File: config.mk
export PLATFORM = sky130hd
export DESIGN_NAME = jtframe_padassign
export DESIGN_NICKNAME = d
export VERILOG_FILES = /design/src/rtl/jtframe_padassign_pkg.sv /design/src/rtl/jtframe_rr_arb.sv /design/src/rtl/jtframe_padassign.sv
export SDC_FILE = /design/constraint.sdc
export NUM_CORES = 1
export LEC_CHECK = 0
export ABC_AREA = 0
export BUFFER_PORTS_ARGS = -buffer_cell sky130_fd_sc_hd__buf_4
export CAP_MARGIN = 20
export CORE_ASPECT_RATIO = 1.25
export CORE_MARGIN = 2
export CORE_UTILIZATION = 58
export DETAILED_ROUTE_END_ITERATION = 8
export GPL_ROUTABILITY_DRIVEN = 0
export PLACE_DENSITY = 0.77
export SETUP_SLACK_MARGIN = 0.02
export SLEW_MARGIN = 0
export SYNTH_ARGS = -nofsm -noshare
export SYNTH_HDL_FRONTEND = slang
export SYNTH_HIERARCHICAL = 1
export SYNTH_SLANG_ARGS = --single-unit
File: constraint.sdc
create_clock -name clk -period 8.6 [get_ports clk]
set_input_delay 0.86 -clock clk [delete_from_list [all_inputs] [get_ports clk]]
set_output_delay 0.86 -clock clk [all_outputs]
set_load 0.005 [all_outputs]
File: src/rtl/jtframe_padassign_pkg.sv
// Shared pad constants and helpers for the dynamic pad-to-slot assignment logic.
// Mirrors the pad layout used by the input conditioning stage.
package jtframe_padassign_pkg;
  localparam int NUM_PADS      = 4;
  localparam int PAD_W         = 16;
  localparam int START_BIT_DEF = 6;
  localparam int COIN_BIT_DEF  = 7;
  localparam logic [7:0] OWNER_RESET = 8'hE4;

  typedef logic [PAD_W-1:0] pad_word_t;
  typedef logic [1:0]       pad_idx_t;

  // Lowest-index slot whose valid bit is clear (0 when none is free).
  function automatic pad_idx_t first_free(input logic [NUM_PADS-1:0] valid);
    pad_idx_t idx;
    idx = '0;
    for (int i = NUM_PADS-1; i >= 0; i--) begin
      if (!valid[i]) idx = pad_idx_t'(i);
    end
    return idx;
  endfunction
endpackage

File: src/rtl/jtframe_rr_arb.sv
// Four-way round-robin arbiter: picks the first requester at or above ptr, wrapping 3->0.
module jtframe_rr_arb
  import jtframe_padassign_pkg::*;
(
  input  logic [NUM_PADS-1:0] req,
  input  pad_idx_t            ptr,
  output logic [NUM_PADS-1:0] gnt,
  output pad_idx_t            gnt_idx,
  output logic                any
);
  always_comb begin
    pad_idx_t cand;
    cand    = '0;
    gnt_idx = '0;
    // Walk offsets from farthest to nearest so the nearest requester wins.
    for (int k = NUM_PADS-1; k >= 0; k--) begin
      cand = ptr + pad_idx_t'(k);
      if (req[cand]) gnt_idx = cand;
    end
    any = |req;
    gnt = any ? (NUM_PADS'(1) << gnt_idx) : '0;
  end
endmodule

File: src/rtl/jtframe_padassign.sv
// Assigns physical pads to player slots on START, frees idle slots after a frame timeout,
// and routes each owner's pad word to its slot. enable=0 gives a registered identity map.
module jtframe_padassign
  import jtframe_padassign_pkg::*;
#(
  parameter int START_BIT      = START_BIT_DEF,
  parameter int TIMEOUT_FRAMES = 1800
) (
  input  logic        clk,
  input  logic        rst,
  input  logic        vs,
  input  logic        enable,
  input  logic        lock,
  input  logic        clear,
  input  logic [15:0] pad_joy1,
  input  logic [15:0] pad_joy2,
  input  logic [15:0] pad_joy3,
  input  logic [15:0] pad_joy4,
  output logic [15:0] slot_joy1,
  output logic [15:0] slot_joy2,
  output logic [15:0] slot_joy3,
  output logic [15:0] slot_joy4,
  output logic [3:0]  slot_valid,
  output logic [7:0]  slot_owner,
  output logic        grant_evt
);
  localparam int CW = (TIMEOUT_FRAMES > 0) ? $clog2(TIMEOUT_FRAMES + 1) : 1;
  localparam logic [CW-1:0] TMAX = CW'(TIMEOUT_FRAMES);

  pad_word_t pad_in [NUM_PADS];
  pad_word_t sync_q [NUM_PADS];
  pad_word_t sync_d [NUM_PADS];
  pad_word_t sjoy_q [NUM_PADS];
  pad_word_t sjoy_d [NUM_PADS];
  logic [CW-1:0] idle_q [NUM_PADS];
  logic [CW-1:0] idle_d [NUM_PADS];
  logic [NUM_PADS-1:0] prev_q, prev_d, valid_q, valid_d, asg_q, asg_d;
  logic [2*NUM_PADS-1:0] owner_q, owner_d;
  pad_idx_t rr_q, rr_d;
  logic vs_s_q, vs_s_d, vs_l_q, vs_l_d, en_q, en_d, gevt_q, gevt_d;
  logic [NUM_PADS-1:0] start_edge, req, gnt;
  pad_idx_t gnt_idx, free_idx;
  logic gnt_any, vs_rise;

  assign pad_in[0] = pad_joy1;
  assign pad_in[1] = pad_joy2;
  assign pad_in[2] = pad_joy3;
  assign pad_in[3] = pad_joy4;

  always_comb begin
    for (int p = 0; p < NUM_PADS; p++) begin
      sync_d[p]     = pad_in[p];
      prev_d[p]     = sync_q[p][START_BIT];
      start_edge[p] = sync_q[p][START_BIT] & ~prev_q[p];
    end
    req = start_edge & ~asg_q;
  end

  jtframe_rr_arb u_arb (
    .req     (req),
    .ptr     (rr_q),
    .gnt     (gnt),
    .gnt_idx (gnt_idx),
    .any     (gnt_any)
  );

  always_comb begin
    pad_idx_t own;
    logic [CW-1:0] idle_inc;
    own      = '0;
    idle_inc = '0;
    vs_s_d   = vs;
    vs_l_d   = vs_s_q;
    en_d     = enable;
    vs_rise  = vs_s_q & ~vs_l_q;
    free_idx = first_free(valid_q);
    valid_d  = valid_q;
    asg_d    = asg_q;
    owner_d  = owner_q;
    rr_d     = rr_q;
    gevt_d   = 1'b0;
    for (int s = 0; s < NUM_PADS; s++) idle_d[s] = idle_q[s];

    if (!enable) begin
      valid_d = '0;
      asg_d   = '0;
      owner_d = OWNER_RESET;
      rr_d    = '0;
      for (int s = 0; s < NUM_PADS; s++) idle_d[s] = '0;
    end else if (clear) begin
      valid_d = '0;
      asg_d   = '0;
      for (int s = 0; s < NUM_PADS; s++) idle_d[s] = '0;
    end else if (!lock) begin
      for (int s = 0; s < NUM_PADS; s++) begin
        if (valid_q[s]) begin
          own      = owner_q[2*s +: 2];
          idle_inc = idle_q[s] + CW'(1);
          if (|sync_q[own]) begin
            idle_d[s] = '0;
          end else if (vs_rise && TIMEOUT_FRAMES != 0) begin
            idle_d[s] = idle_inc;
            if (idle_inc == TMAX) begin
              valid_d[s] = 1'b0;
              asg_d[own] = 1'b0;
              idle_d[s]  = '0;
            end
          end
        end
      end
      // Grant decision sees only slots free before this clk; slots freed above wait a cycle.
      if (gnt_any && !(&valid_q)) begin
        valid_d[free_idx]          = 1'b1;
        owner_d[2*free_idx +: 2]   = gnt_idx;
        asg_d                      = asg_d | gnt;
        idle_d[free_idx]           = '0;
        rr_d                       = gnt_idx + 2'd1;
        gevt_d                     = 1'b1;
      end
    end

    for (int p = 0; p < NUM_PADS; p++) begin
      sjoy_d[p] = '0;
      if (!lock) begin
        if (!enable) sjoy_d[p] = sync_q[p];
        else if (valid_q[p]) sjoy_d[p] = sync_q[owner_q[2*p +: 2]];
      end
    end
  end

  always_ff @(posedge clk or posedge rst) begin
    if (rst) begin
      for (int p = 0; p < NUM_PADS; p++) begin
        sync_q[p] <= '0;
        sjoy_q[p] <= '0;
        idle_q[p] <= '0;
      end
      prev_q  <= '0;
      valid_q <= '0;
      asg_q   <= '0;
      owner_q <= OWNER_RESET;
      rr_q    <= '0;
      vs_s_q  <= 1'b0;
      vs_l_q  <= 1'b0;
      en_q    <= 1'b1;
      gevt_q  <= 1'b0;
    end else begin
      for (int p = 0; p < NUM_PADS; p++) begin
        sync_q[p] <= sync_d[p];
        sjoy_q[p] <= sjoy_d[p];
        idle_q[p] <= idle_d[p];
      end
      prev_q  <= prev_d;
      valid_q <= valid_d;
      asg_q   <= asg_d;
      owner_q <= owner_d;
      rr_q    <= rr_d;
      vs_s_q  <= vs_s_d;
      vs_l_q  <= vs_l_d;
      en_q    <= en_d;
      gevt_q  <= gevt_d;
    end
  end

  assign slot_joy1  = sjoy_q[0];
  assign slot_joy2  = sjoy_q[1];
  assign slot_joy3  = sjoy_q[2];
  assign slot_joy4  = sjoy_q[3];
  assign slot_valid = en_q ? valid_q : 4'hF;
  assign slot_owner = owner_q;
  assign grant_evt  = gevt_q;
endmodule

==> reports/summary.txt, run 1 <==
Overall global routing resource usage = 29.4%
CP Cell Sequence = mux4_2, nor4_1, and4_4, nand2_4, nor3_2, nor3b_2, a21o_1
Mean cell area of the mapped netlist = 10.8 sq um
Number of post-CTS setup repair buffers = 0
Critical Path AT = 4.18 ns
Number of antenna violations at the first check in global routing = 0
Fin crit share = 44.2%
Synth area leaders = sky130_fd_sc_hd__dfrtp_1 (45%), sky130_fd_sc_hd__mux4_2 (11%), sky130_fd_sc_hd__nor2b_1 (4.2%), sky130_fd_sc_hd__a21oi_1 (4.1%), sky130_fd_sc_hd__nor2_1 (3.5%)
Max-slew violation count = 0
Overall power of the completed layout = 1.99 mW
Setup TNS = 0 ns
Critical R2R Launch = slot_owner[1]$_DFFE_PP0P_
Die Area = 0.0198 sq mm
Largest stage delay on the critical path = 1.05 ns
Yosys warning count = 6
Commonest non-fill, non-tap cells in the layout = sky130_fd_sc_hd__dfrtp_1 (193), sky130_fd_sc_hd__buf_4 (150), sky130_fd_sc_hd__nor2_1 (100)
Placed wire-length estimate = 20.1 mm
Maximum capacitance violations = 0
Slowest CP cell = sky130_fd_sc_hd__dfrtp_1
Number of rows created at floorplan = 55
DRC violations left = 0
Post-CTS clock slew at the launch and capture registers of the worst setup and hold paths = 0.08 ns
Hold Path Class = reg -> reg
Leakage power of the design = 5.43 nW
Most common cell after layout, fill and taps aside = sky130_fd_sc_hd__dfrtp_1
Critical path capture point type = flop
Share of post-route cells with drive strength above 1 = 23.8%
Number of diodes = 0
Sequential-to-total area share from yosys stat = 45.7%
Prevailing post-synth register cell = sky130_fd_sc_hd__dfrtp_1
Gate count of the mapped netlist = 1007
CTS tree = yes
Cell area after layout = 0.0125 sq mm
WHS = 0.405 ns
Num Clock Sinks = 198
Post-synth top area cell = sky130_fd_sc_hd__dfrtp_1
Share of flip-flops with an asynchronous set or reset = 100%
Hold-fix buffers at CTS = 0
Global-route congestion overflow total = 0
Number of enable-type register cells in the synthesized netlist = 0
Count of nets left with antenna violations after detail routing = 0
Floorplan die height = 157 um
Number of placed I/O pins = 147
Final nets = 1193
Crit Path Max Fanout = 21
Total standard cell area after synthesis = 0.0108 sq mm
Critical path launch point type = flop
Fmax = 263 MHz
Placeable core area = 0.0182 sq mm
Mapped Nets = 1087
PD cells = 159 mW/mm^2
Starting utilization of the core area = 59.5%
Bufs on Longest Clock Path = 2
Synthesis-to-layout area growth = 15.6%
Clock latency on the worst-skew pair = 0.44 ns
Overall die width = 126 um
Critical hold path startpoint = vs_l_d$_DFF_PP0_
Crit path kind = reg -> reg
Post-route minimum period = 3.80 ns
Final hold vios = 0
Buffer cell driving the clock tree root = sky130_fd_sc_hd__clkbuf_16
Number of register bits inferred by synthesis = 198
Count of cell types in the netlist = 83
Via count of the first global-routing pass = 8509
Kind of cell with the highest combined delay on the critical path = simple AND/OR/NAND/NOR gates
Routed via count divided by cell count = 6.53
Pre-Repair DR Iteration Count = 6
Outcome = completed
Final wirelength = 28.4 mm
Number of DRC violations after detailed-routing iteration 0 = 1019
Worst slew margin relative to its limit = 26.6%
Count of final setup violators = 0
Post-CTS Resized = 0
Count of buffer and inverter cells on the critical path = 0
First-pass GRT wire length = 45.5 mm
Number of CTS-inserted buffers = 17
H-tree depth = 4
Worst vdd rail ir drop = 146 uV
Area share of the largest cell type after synthesis = 44.5%
Critical path startpoint = slot_owner[1]$_DFFE_PP0P_
Req. time, crit path = 8.99 ns
Largest net degree at the start of global routing = 145
Via Count = 8848
Clock Skews = 0.0127 ns
Actual transition at the worst max-transition pin = 1.09 ns
WL/cell = 21.0 um
Number of buffers inserted by port buffering = 146
RSZ-0062 raised after global routing = no
Post-detailed-placement cell area = 0.0120 sq mm
## path summary, 6_finish.rpt
kind                                           to  slack (ns)  cells after the start
min in group asynchronous  slot_joy4[6]$_DFF_PP0_        0.64                      2
setup reg to reg           idle_q[38]$_DFFE_PP0P_        4.80                      7
hold / removal                   vs_l_q$_DFF_PP0_        0.41                      0
max in group asynchronous  valid_q[0]$_DFFE_PP0P_        6.65                      3
hold reg to reg                  vs_l_q$_DFF_PP0_        0.41                      0
setup / recovery           idle_q[38]$_DFFE_PP0P_        4.80                      7
## metal layers
| layer | track usage, % | vias up | wire length, um |
|---|---|---|---|
| met4 | 11.9 | 0 | 1030 |
| met3 | 4.83 | 80 | 1920 |
| met5 | 0 | - | 0 |
| met1 | 37.4 | 4352 | 10800 |
| li1 | - | 3951 | - |
| met2 | 50.5 | 465 | 14700 |
## cells in the mapped netlist (11+ instances only)
cell type                    n
sky130_fd_sc_hd__clkbuf_1   41
sky130_fd_sc_hd__dfrtp_1   193
sky130_fd_sc_hd__mux4_1     13
sky130_fd_sc_hd__and2_1     13
sky130_fd_sc_hd__o21ai_0    28
sky130_fd_sc_hd__nor4_1     18
sky130_fd_sc_hd__nor2b_1    72
sky130_fd_sc_hd__a31oi_1    11
sky130_fd_sc_hd__a21oi_1    88
sky130_fd_sc_hd__nand4_1    18
sky130_fd_sc_hd__nand3_1    27
sky130_fd_sc_hd__mux4_2     51
sky130_fd_sc_hd__a21o_1     15
sky130_fd_sc_hd__inv_1      24
sky130_fd_sc_hd__nor2_1    100
sky130_fd_sc_hd__nand2_1    74
## power breakdown
group / internal (mW) / total (mW) / switching, mW
logic: 0.0932 / 0.197 / 0.104
clock network: 0.416 / 0.802 / 0.386
registers: 0.962 / 0.995 / 0.0335
## sequential cells by signal, indices dropped and copies added, names as in the netlist, 2 cells and up
register and count:
slot_owner 8, slot_joy3 16, asg_q 4, rr_q 2, slot_joy1 16, prev_d 4, sync_q 60, slot_joy4 16
prev_q 4, slot_joy2 16, valid_q 4, idle_q 44
## kinds of logic (layout without fill, tap and decap cells)
family,Yosys count,after routing,synth area share [%]
AOI/OAI and AO/OA,237,237,14.5
xor gates and xnor gates,8,8,0.646
adders and majority gates,10,10,1.15
buffers and inverters,88,207,3.98
DFF,198,198,45.7
muxes,70,70,14.3
and+or+nand+nor,396,396,19.6
## area by class of cell
type                            instances  area (sq um)
Fill cell                            1401          5700
Multi-Input combinational cell        721          5450
Sequential cell                       198          4960
Timing Repair Buffer                  151          1150
Clock buffer                           18           429
Tap cell                              228           285
Clock inverter                         14           156
Inverter                               24          97.6
## through the flow
stage | std cells | utilization, % | worst slack (ns)
final | 1354 | 68.7 | 4.80
after floorplan | 1007 | - | 2.35
after detailed placement | 1322 | 65.5 | 5.03
after global routing | 1354 | 68.7 | 4.63
after global placement | 1321 | 65.4 | 4.85
after CTS | 1354 | 68.7 | 5.02
Power figures use the tool's default switching activity.
==> inputs of run 2 (changes only) <==
--- a/config.mk
+++ b/config.mk
@@ -10,10 +10,10 @@
 export CAP_MARGIN = 20
 export CORE_ASPECT_RATIO = 1.25
 export CORE_MARGIN = 2
-export CORE_UTILIZATION = 58
+export CORE_UTILIZATION = 53
 export DETAILED_ROUTE_END_ITERATION = 8
 export GPL_ROUTABILITY_DRIVEN = 0
-export PLACE_DENSITY = 0.77
+export PLACE_DENSITY = 0.74
 export SETUP_SLACK_MARGIN = 0.02
 export SLEW_MARGIN = 0
 export SYNTH_ARGS = -nofsm -noshare
==> constraint.sdc (replaced) <==
create_clock -name clk -period 3.4 [get_ports clk]
set_input_delay 0.34 -clock clk [delete_from_list [all_inputs] [get_ports clk]]
set_output_delay 0.34 -clock clk [all_outputs]
set_load 0.005 [all_outputs]
==> run 2 against run 1 <==
- maximum frequency rose by 18%
- highest routed layer unchanged
- non-clock buffer count rose by 74
- first-iteration DRC count rose by 0.39%
- die area rose by 9.2%
==> reports/summary.txt, run 2 (synthesized netlist as in run 1, its figures left out) <==
Outcome = completed
First-pass GRT wire length = 48.0 mm (+5.7%)
Clock Skews = 0.0151 ns (+0.00239 ns)
Final wirelength = 30.1 mm (+5.7%)
Floorplan die height = 164 um (+4.5%)
Number of post-CTS setup repair buffers = 0 (unchanged)
Critical path capture point type = flop
Bufs on Longest Clock Path = 2 (unchanged)
Post-CTS Resized = 0 (unchanged)
Number of diodes = 0 (unchanged)
Number of buffers inserted by port buffering = 146 (unchanged)
Max-slew violation count = 0 (unchanged)
H-tree depth = 4 (unchanged)
Number of rows created at floorplan = 58 (+5.5%)
Number of placed I/O pins = 147 (unchanged)
Actual transition at the worst max-transition pin = 0.849 ns (-0.242 ns)
Global-route congestion overflow total = 0 (unchanged)
Fin crit share = 94.4% (+50 points)
Post-route minimum period = 3.21 ns (-0.588 ns)
Critical R2R Launch = slot_owner[1]$_DFFE_PP0P_
Worst slack after detailed placement = 0.290 ns (-4.74 ns)
Hold-fix buffers at CTS = 39 (+39)
Req. time, crit path = 3.71 ns (-5.28 ns)
Crit Reg-Reg Endpoint = asg_q[1]$_DFFE_PP0P_
Register Area = 0.00496 sq mm (unchanged)
Slowest CP cell = sky130_fd_sc_hd__dfrtp_1
Share of post-route cells with drive strength above 1 = 24.9% (+1.1 points)
Hold Path Class = in -> reg
Crit Path Max Fanout = 12 (-43%)
Leakage power of the design = 5.77 nW (+6.3%)
WL/cell = 20.5 um (-2.6%)
Count of final setup violators = 0 (unchanged)
Buffer cell driving the clock tree root = sky130_fd_sc_hd__clkbuf_16
Overall die width = 132 um (+4.5%)
Final nets = 1267 (+6.2%)
Largest register FFs = 60 (unchanged)
Biggest register = sync_q
Number of antenna violations at the first check in global routing = 0 (unchanged)
Fmax = 312 MHz (+18%)
Worst slew margin relative to its limit = 43.4% (+17 points)
Count of nets left with antenna violations after detail routing = 0 (unchanged)
Kind of cell with the highest combined delay on the critical path = simple AND/OR/NAND/NOR gates
Worst hold stages = 1 (+1)
WHS = 0.0107 ns (-0.394 ns)
Maximum capacitance violations = 0 (unchanged)
Placed Instances = 1394 (+5.4%)
Depth of the worst register-to-register path = 8 (+1)
Largest net degree at the start of global routing = 106 (-27%)
Pre-Repair DR Iteration Count = 6 (unchanged)
Count of buffer and inverter cells on the critical path = 1 (+1)
Layout fillers = 1517 (+8.3%)
Critical path launch point type = flop
Endpoint of the worst hold path = sync_q[8]$_DFF_PP0_
Die Area = 0.0216 sq mm (+9.2%)
Worst path setup slack after routing = 0.191 ns (-4.61 ns)
CTS tree = yes
Top Registers = sync_q (60), idle_q (44)
Number of CTS-inserted buffers = 17 (unchanged)
Placeable core area = 0.0201 sq mm (+10%)
Crit path kind = reg -> reg
Via count of the first global-routing pass = 8996 (+5.7%)
Largest stage delay on the critical path = 0.72 ns (-0.33 ns)
CP Cell Sequence = buf_4, mux4_2, nor4_1, and4_4, nand2_4, or4_1, o41ai_1, o21ai_2
Setup TNS = 0 ns (unchanged)
Critical Path AT = 3.52 ns (-0.66 ns)
Multi-input logic area = 0.00545 sq mm (unchanged)
Routed via count divided by cell count = 6.28 (-3.9%)
R2r setup slk = 0.19 ns (-4.61 ns)
DRC violations left = 0 (unchanged)
Final hold vios = 0 (unchanged)
Starting utilization of the core area = 54.0% (-5.5 points)
Most common cell after layout, fill and taps aside = sky130_fd_sc_hd__dfrtp_1
RSZ-0062 raised after global routing = no
PD cells = 386 mW/mm^2 (+140%)
Post-CTS clock slew at the launch and capture registers of the worst setup and hold paths = 0.07 ns (about the same)
Clock latency on the worst-skew pair = 0.44 ns (about the same)
Worst vdd rail ir drop = 365 uV (+150%)
Number of non-filler instances in the completed layout = 1470 (+8.6%)
Number of DRC violations after detailed-routing iteration 0 = 1023 (+0.39%)
Critical hold path startpoint = pad_joy4[8]
Commonest non-fill, non-tap cells in the layout = sky130_fd_sc_hd__dfrtp_1 (193), sky130_fd_sc_hd__buf_4 (177), sky130_fd_sc_hd__nor2_1 (100)
Num Clock Sinks = 198 (unchanged)
Via Count = 9228 (+4.3%)
Overall global routing resource usage = 28.4% (-0.98 points)
Synthesis-to-layout area growth = 22.6%
Placed wire-length estimate = 21.1 mm (+4.9%)
Overall power of the completed layout = 5.13 mW (+160%)
## run 2: cell count changes in the layout (fill, tap and decap cells not counted)
cell	change
sky130_fd_sc_hd__buf_12	+4
sky130_fd_sc_hd__inv_8	-4
sky130_fd_sc_hd__clkinv_8	+4
sky130_fd_sc_hd__clkbuf_2	+1
sky130_fd_sc_hd__buf_16	-1
sky130_fd_sc_hd__dlygate4sd3_1	+43
sky130_fd_sc_hd__buf_4	+27
## run 2: power by group
part	total [mW]	switching, mW	internal (mW)
registers	2.52	0.0841	2.43
logic	0.565	0.282	0.283
clock network	2.05	0.988	1.06
## run 2: layout make-up
type | count | area share (%)
Multi-Input combinational cell | 721 | 41.0
Clock buffer | 18 | 3.23
Timing Repair Buffer | 225 | 13.9
Clock inverter | 14 | 1.35
Inverter | 24 | 0.706
Tap cell | 270 | 2.54
Sequential cell | 198 | 37.3
## run 2: worst max-delay path by stage
stage / slack, ns / start / to / depth (start not counted)
2_1_floorplan: 0.50 / rst / asg_q[0]$_DFFE_PP0P_ / 1
3_3_place_gp: 0.35 / slot_owner[1]$_DFFE_PP0P_ / asg_q[1]$_DFFE_PP0P_ / 8
3_5_place_dp: 0.29 / slot_owner[1]$_DFFE_PP0P_ / asg_q[1]$_DFFE_PP0P_ / 8
4_1_cts: 0.27 / slot_owner[6]$_DFFE_PP1P_ / asg_q[3]$_DFFE_PP0P_ / 10
5_1_grt: 0.09 / slot_owner[6]$_DFFE_PP1P_ / asg_q[0]$_DFFE_PP0P_ / 10
6_report: 0.19 / slot_owner[1]$_DFFE_PP0P_ / asg_q[1]$_DFFE_PP0P_ / 8
## run 2: metrics by stage
stage | utilization, % | instance area [sq um]
3_3_place_gp | 61.0 | 12300
2_1_floorplan | - | 10900
3_5_place_dp | 61.0 | 12300
6_report | 66.2 | 13300
5_1_grt | 66.2 | 13300
4_1_cts | 65.9 | 13300
## run 2: worst reg2reg max path, stage by stage (launching register included)
cell and delay [ns]:
sky130_fd_sc_hd__dfrtp_1 0.72, sky130_fd_sc_hd__buf_4 0.33, sky130_fd_sc_hd__mux4_2 0.38, sky130_fd_sc_hd__nor4_1 0.51
sky130_fd_sc_hd__and4_4 0.37, sky130_fd_sc_hd__nand2_4 0.10, sky130_fd_sc_hd__or4_1 0.49, sky130_fd_sc_hd__o41ai_1 0.11
sky130_fd_sc_hd__o21ai_2 0.08
## run 2: layer usage
| layer | wire length (um) | track usage (%) | vias up |
|---|---|---|---|
| met5 | 0 | 0 | - |
| met4 | 1390 | 13.7 | 0 |
| met3 | 2130 | 5.00 | 87 |
| met2 | 15500 | 50.0 | 503 |
| met1 | 11100 | 33.9 | 4546 |
| li1 | - | - | 4092 |
